<file path="config.mk">
export PLATFORM = sky130hd
export DESIGN_NAME = hamming_counter_secded
export DESIGN_NICKNAME = d
export VERILOG_FILES = /design/src/rtl/hamming_secded_pkg.sv /design/src/rtl/secded_dec.sv /design/src/rtl/hamming_counter_secded.sv
export SDC_FILE = /design/constraint.sdc
export NUM_CORES = 1
export LEC_CHECK = 0
export ABC_CLOCK_PERIOD_IN_PS = 8400
export CAP_MARGIN = 5
export CELL_PAD_IN_SITES_DETAIL_PLACEMENT = 0
export CELL_PAD_IN_SITES_GLOBAL_PLACEMENT = 1
export CORE_UTILIZATION = 41
export DETAILED_ROUTE_END_ITERATION = 6
export PLACE_DENSITY_LB_ADDON = 0.1
export SLEW_MARGIN = 20
export SYNTH_ARGS = -nofsm -noshare
export SYNTH_HDL_FRONTEND = slang
export SYNTH_SLANG_ARGS = --single-unit
</file>
<file path="constraint.sdc">
create_clock -name clk -period 8.4 [get_ports clk]
set_input_delay 2.1 -clock clk [delete_from_list [all_inputs] [get_ports clk]]
set_output_delay 2.1 -clock clk [all_outputs]
set_load 0.03 [all_outputs]
</file>
<file path="src/rtl/hamming_secded_pkg.sv">
// SECDED (extended Hamming) helpers shared by protected registers.
// Functions work on max-width vectors and take the data width as an argument.
package hamming_secded_pkg;

    localparam int MAX_W           = 64;
    localparam int MAX_P           = 7;
    localparam int MAX_CW          = MAX_W + MAX_P + 1;
    localparam int OVERALL_PAR_BIT = 0;

    typedef struct packed {
        logic [MAX_W-1:0] data;
        logic [MAX_P-1:0] syn;
        logic             par;
        logic             sec;
        logic             ded;
    } secded_dec_t;

    function automatic int calc_p(input int width);
        int p;
        p = 1;
        while ((1 << p) < (width + p + 1)) begin
            p = p + 1;
        end
        return p;
    endfunction

    function automatic logic is_pow2(input int pos);
        return ((pos & (pos - 1)) == 0);
    endfunction

    function automatic logic [MAX_CW-1:0] secded_encode(input int width, input logic [MAX_W-1:0] data);
        logic [MAX_CW-1:0] word;
        logic [MAX_P-1:0]  s;
        int                j;
        int                cw;
        word = {MAX_CW{1'b0}};
        s    = {MAX_P{1'b0}};
        j    = 0;
        cw   = width + calc_p(width) + 1;
        for (int pos = 1; pos < MAX_CW; pos++) begin
            if ((pos < cw) && !is_pow2(pos)) begin
                word[pos] = data[j];
                if (data[j]) begin
                    s = s ^ MAX_P'(pos);
                end
                j = j + 1;
            end
        end
        // Parity bits cancel the data syndrome so a clean word decodes to zero.
        for (int k = 0; k < MAX_P; k++) begin
            if ((1 << k) < cw) begin
                word[1 << k] = s[k];
            end
        end
        word[OVERALL_PAR_BIT] = ^word;
        return word;
    endfunction

    function automatic secded_dec_t secded_decode(input int width, input logic [MAX_CW-1:0] word);
        secded_dec_t       r;
        logic [MAX_CW-1:0] corr;
        int                j;
        int                cw;
        r    = '{default: 1'b0};
        cw   = width + calc_p(width) + 1;
        for (int pos = 1; pos < MAX_CW; pos++) begin
            if ((pos < cw) && word[pos]) begin
                r.syn = r.syn ^ MAX_P'(pos);
            end
        end
        r.par = ^word;
        r.sec = r.par;
        r.ded = !r.par && (r.syn != {MAX_P{1'b0}});
        corr  = word;
        if (r.par && (int'(r.syn) < cw)) begin
            corr[r.syn] = ~corr[r.syn];
        end
        j = 0;
        for (int pos = 1; pos < MAX_CW; pos++) begin
            if ((pos < cw) && !is_pow2(pos)) begin
                r.data[j] = corr[pos];
                j = j + 1;
            end
        end
        return r;
    endfunction

endpackage

</file>
<file path="src/rtl/secded_dec.sv">
// Combinational SECDED decoder: corrects single errors, flags double errors.
module secded_dec
    import hamming_secded_pkg::*;
#(
    parameter int  WIDTH = 16,
    localparam int P     = calc_p(WIDTH),
    localparam int CW    = WIDTH + P + 1
) (
    input  logic [CW-1:0]    codeword,
    output logic [WIDTH-1:0] data,
    output logic             sec,
    output logic             ded,
    output logic [P:0]       syndrome
);

    secded_dec_t dec_s;
    logic        unused_dec_s;

    // Decode the zero-extended codeword.
    always_comb begin
        dec_s = secded_decode(WIDTH, MAX_CW'(codeword));
    end

    assign data         = dec_s.data[WIDTH-1:0];
    assign sec          = dec_s.sec;
    assign ded          = dec_s.ded;
    assign syndrome     = {dec_s.par, dec_s.syn[P-1:0]};
    assign unused_dec_s = ^dec_s;

endmodule

</file>
<file path="src/rtl/hamming_counter_secded.sv">
// Up/down counter whose only state is a SECDED codeword, scrubbed every cycle,
// frozen on double errors, with error statistics and write-path fault injection.
module hamming_counter_secded
    import hamming_secded_pkg::*;
#(
    parameter int  WIDTH     = 16,
    parameter int  ERR_CNT_W = 8,
    localparam int P         = calc_p(WIDTH),
    localparam int CW        = WIDTH + P + 1
) (
    input  logic                 clk,
    input  logic                 rst,
    input  logic                 enable,
    input  logic                 up_dn,
    input  logic                 load,
    input  logic [WIDTH-1:0]     load_val,
    input  logic                 clr_err,
    input  logic                 inj_en,
    input  logic [CW-1:0]        inj_mask,
    output logic [WIDTH-1:0]     counter,
    output logic                 sec_err,
    output logic                 ded_err,
    output logic                 ded_sticky,
    output logic [ERR_CNT_W-1:0] err_cnt,
    output logic [P:0]           syndrome
);

    logic [CW-1:0]        code_q, code_d;
    logic                 ded_sticky_q, ded_sticky_d;
    logic [ERR_CNT_W-1:0] err_cnt_q, err_cnt_d;
    logic [WIDTH-1:0]     data_s;
    logic [WIDTH-1:0]     next_s;
    logic                 write_s;
    logic [MAX_CW-1:0]    enc_s;
    logic                 unused_enc_s;

    secded_dec #(.WIDTH(WIDTH)) u_dec (
        .codeword (code_q),
        .data     (data_s),
        .sec      (sec_err),
        .ded      (ded_err),
        .syndrome (syndrome)
    );

    // Next data selection and codeword write-back (load > freeze > count > scrub).
    always_comb begin
        next_s  = data_s;
        write_s = 1'b1;
        if (load) begin
            next_s = load_val;
        end else if (ded_err || ded_sticky_q) begin
            write_s = 1'b0;
        end else if (enable) begin
            next_s = up_dn ? (data_s + WIDTH'(1)) : (data_s - WIDTH'(1));
        end else begin
            next_s = data_s;
        end
        enc_s = secded_encode(WIDTH, MAX_W'(next_s));
        if (write_s) begin
            code_d = enc_s[CW-1:0] ^ (inj_en ? inj_mask : {CW{1'b0}});
        end else begin
            code_d = code_q;
        end
    end

    assign unused_enc_s = ^enc_s;

    // Error statistics: saturating single-error count and sticky double-error flag.
    always_comb begin
        err_cnt_d    = err_cnt_q;
        ded_sticky_d = ded_sticky_q;
        if (clr_err) begin
            err_cnt_d = {ERR_CNT_W{1'b0}};
        end else if (sec_err && (err_cnt_q != {ERR_CNT_W{1'b1}})) begin
            err_cnt_d = err_cnt_q + ERR_CNT_W'(1);
        end else begin
            err_cnt_d = err_cnt_q;
        end
        if (clr_err || load) begin
            ded_sticky_d = 1'b0;
        end else if (ded_err) begin
            ded_sticky_d = 1'b1;
        end else begin
            ded_sticky_d = ded_sticky_q;
        end
    end

    // State registers; encode(0) is all zeros so reset is a plain clear.
    always_ff @(posedge clk or posedge rst) begin
        if (rst) begin
            code_q       <= {CW{1'b0}};
            ded_sticky_q <= 1'b0;
            err_cnt_q    <= {ERR_CNT_W{1'b0}};
        end else begin
            code_q       <= code_d;
            ded_sticky_q <= ded_sticky_d;
            err_cnt_q    <= err_cnt_d;
        end
    end

    assign counter    = data_s;
    assign ded_sticky = ded_sticky_q;
    assign err_cnt    = err_cnt_q;

endmodule

</file>
==> summary.txt <==
Setup path
  – Worst Path Required: approximately 8.6 ns
  – Worst Setup Start Kind: flop
  – CP Capture Type: flop
  – Reg2reg end: code_q[0]
  – Worst R2R Start: code_q[15]
  – Arrival @ worst endpoint: just over 7 ns
  – Critical-path maximum fanout: 15
  – FF-to-FF path depth: 23
  – Flop2flop setup slack: between 1.5 and 2 ns
  – Crit Path Category: flop to flop

Logic synthesis
  – Ys async rst share: 100%
  – Cells after Synth: approximately 470
  – Distinct cells, synth: 84
  – Synthesized Nets: about 540
  – Number of synthesized flops with an enable pin: 0
  – Avg Cell Area, Syn: slightly below 9 um^2
  – Sequential-to-total area share from yosys stat: a little under a fifth
  – FF+latch count, synth: 31
  – Ys flop type: dfrtp_1
  – Yosys warns: 0
  – Post-Syn Area: between 4000 and 5000 um^2

Detailed routing
  – Post-DR wirelength/cell: 18.0 um
  – Highest metal used: met4
  – DR WL met3: between 600 and 700 um
  – Post-Route M1 WL: 5480 um
  – Drc violations: 0
  – Met2 Wirelength: a little under 6000 um
  – Drt pass-1 iters: 5
  – Initial DRC count: 241
  – Via-to-Cell Ratio: around 5.5
  – Final ANT Viol Nets: 0
  – WL final: between 10,000 and 15,000 um
  – Via count: 3,697

Floorplan
  – Die Y: slightly above 100 um
  – Die Wd: slightly above 100 um
  – Die Area: ~11,000 um^2
  – Starting Density: a little over two fifths
  – Core footprint: 9770 um^2
  – # IOs: 78
  – Num rows: 36

Cells and area
  – Area grow syn2layout: 22.4%
  – FILL cells: around 960
  – Most common cell after layout, fill and taps aside: clkdlybuf4s50_1
  – Share of post-route cells with drive strength above 1: 11.1%
  – # nets final: between 600 and 700
  – # diodes: 0
  – Post-route non-filler standard cell count: around 680
  – Most frequent cells in the layout: 77 x clkdlybuf4s50_1, 70 x nand2_1, 57 x xnor2_1

Min path
  – Hold path endpoint: err_cnt[6]
  – Hold Crit Start: err_cnt[6]
  – Cells on Worst Hold Path: 2
  – HP Class: flop to flop

STA
  – Setup Viol. Count Final: 0
  – Final Max Slew Viols: 0
  – RSZ-0062 raised after global routing: false
  – Worst slew margin: a little over two fifths
  – Setup_tns: 0 ns
  – Worst Clk Skew: 0.00430 ns
  – Hold slack: between 0.5 and 0.6 ns
  – Fin. Hold Viols: 0
  – FMAX: 146 MHz
  – Final min period: between 6 and 7 ns
  – Worst-Margin Slew: between 0.8 and 0.9 ns
  – Tcrit/Tclk final: about four fifths

Global route
  – GR Util All Layers: 23.8%
  – First-pass GRT wire length: around 19,000 um
  – Largest net degree at the start of global routing: 43
  – Initial antenna violation count: 0
  – Total global routing overflow: 0
  – Vias in the first global route: roughly 3.4k

CTS
  – Hold buffer count at CTS: 0
  – Clock sinks: 31
  – Clock Path Buffers: 2
  – TritonCTS clock tree: done
  – Worst-Skew Late Latency: 0.28 ns
  – Post-CTS Setup Inserts: 0
  – PostCTS Resize Cnt: 0
  – Worst-path clk slew: about 0.06 ns
  – Num CTS Buffers: 5
  – H-tree depth: 2
  – CTS Root Cell: clkbuf_8

Placed design
  – Final HPWL DP: about 10000 um
  – Port bufs: between 70 and 80
  – Placed Instances: around 670
  – GPL Wtd Cong: 0.901

Status
  – Status: finished clean

Flow run
  – Max cap viols: 0
## synth_stat cells, types with 2 or more instances
cell / count / area (um^2)
buf_2: 6 / 30.0
a221oi_2: 3 / 45.0
dfrtp_1: 31 / 776
clkbuf_1: 6 / 22.5
nand3_1: 9 / 45.0
nor2b_1: 2 / 12.5
a31oi_4: 3 / 63.8
and2_1: 6 / 37.5
ha_1: 15 / 188
nand2_1: 70 / 263
a22oi_1: 2 / 15.0
a22o_1: 4 / 35.0
nand3b_1: 4 / 30.0
xnor3_2: 6 / 143
xnor2_2: 3 / 48.8
o21bai_1: 4 / 30.0
a31oi_1: 10 / 62.6
o21a_1: 2 / 15.0
and2_2: 2 / 15.0
and3_1: 7 / 43.8
inv_1: 13 / 48.8
o22ai_1: 4 / 25.0
o21ai_1: 3 / 15.0
and4_1: 2 / 17.5
a211oi_1: 4 / 30.0
nor3_1: 6 / 30.0
clkbuf_8: 2 / 27.5
mux2i_1: 5 / 50.1
a21oi_1: 26 / 130
nor2_1: 23 / 86.3
o21ai_0: 28 / 140
mux2_2: 10 / 113
xor2_2: 2 / 32.5
nand2b_1: 2 / 12.5
a21o_1: 8 / 60.1
xnor2_1: 57 / 499
xnor3_1: 4 / 90.1
or3_1: 2 / 12.5
xor2_1: 30 / 263
o31ai_1: 3 / 22.5
xnor2_4: 2 / 55.1
## per-stage QoR
| stage | worst slack [ns] | utilization, % | cell area, um^2 |
|---|---|---|---|
| floorplan | 1.81 | - | 4150 |
| global placement | 1.87 | 51.0 | 4980 |
| detailed placement | 1.62 | 51.0 | 4980 |
| CTS | 1.59 | 52.0 | 5080 |
| global route | 1.14 | 52.0 | 5080 |
| finish | 1.56 | 52.0 | 5080 |
## layer usage
metal | vias to the layer above | track usage, %
li1 | 1822 | -
met1 | 1739 | 31.3
met2 | 116 | 40.8
met3 | 20 | 3.46
met4 | 0 | 6.48
met5 | - | 0
## worst max-delay path by stage
stage | startpoint | endpoint | slack, ns | depth (start not counted)
floorplan | code_q[7] | code_q[0] | 1.81 | 24
global placement | code_q[15] | code_q[0] | 1.87 | 23
detailed placement | code_q[15] | code_q[0] | 1.62 | 23
CTS | code_q[15] | code_q[0] | 1.59 | 23
global route | code_q[15] | code_q[0] | 1.14 | 23
finish | code_q[15] | code_q[0] | 1.56 | 23
## logic make-up (layout without fill, tap and decap cells)
| family | Yosys count | in the layout | share of synthesized area [%] |
|---|---|---|---|
| DFF | 31 | 31 | 18.7 |
| and+or+nand+nor | 143 | 143 | 16.0 |
| adders and majority gates | 16 | 16 | 5.00 |
| AOI/OAI and AO/OA | 125 | 125 | 21.7 |
| xor gates and xnor gates | 105 | 105 | 27.9 |
| buffers and inverters | 35 | 103 | 4.76 |
| muxes | 19 | 19 | 5.90 |
## critical path, stage by stage, from the launching register on
cell and delay, ns:
dfrtp_1 0.44, xnor3_2 0.52, xnor3_2 0.47, xor2_2 0.52, mux4_2 0.35, o32ai_2 0.10
nor3_2 0.52, a31oi_1 0.29, ha_1 0.40, a21o_1 0.19, a21oi_1 0.14, o21bai_1 0.07
a21o_1 0.20, a21o_1 0.18, nand2_1 0.15, a21oi_1 0.09, or3_1 0.31, a31oi_1 0.16
o21ai_0 0.15, xor2_1 0.28, xnor3_2 0.49, xor2_2 0.18, xnor3_1 0.42, o21ai_1 0.12
## final cells by class
class,count,area [um^2],area share [%]
clock buffers,6,72.6,1.43
clock inverters,1,30.0,0.591
inverters,15,56.3,1.11
multi-input cells,408,3180,62.6
flip-flops and latches,31,776,15.3
well taps,133,166,3.27
repair buffers,81,801,15.7
## sequential cells by signal, indices dropped and copies added, names as in the netlist
| name | count |
|---|---|
| code_q | 22 |
| ded_sticky | 1 |
| err_cnt | 8 |
Power is left out: the tool's default activity adds up to more than one toggle a clock period on the data nets, which glitch-free logic cannot reach.
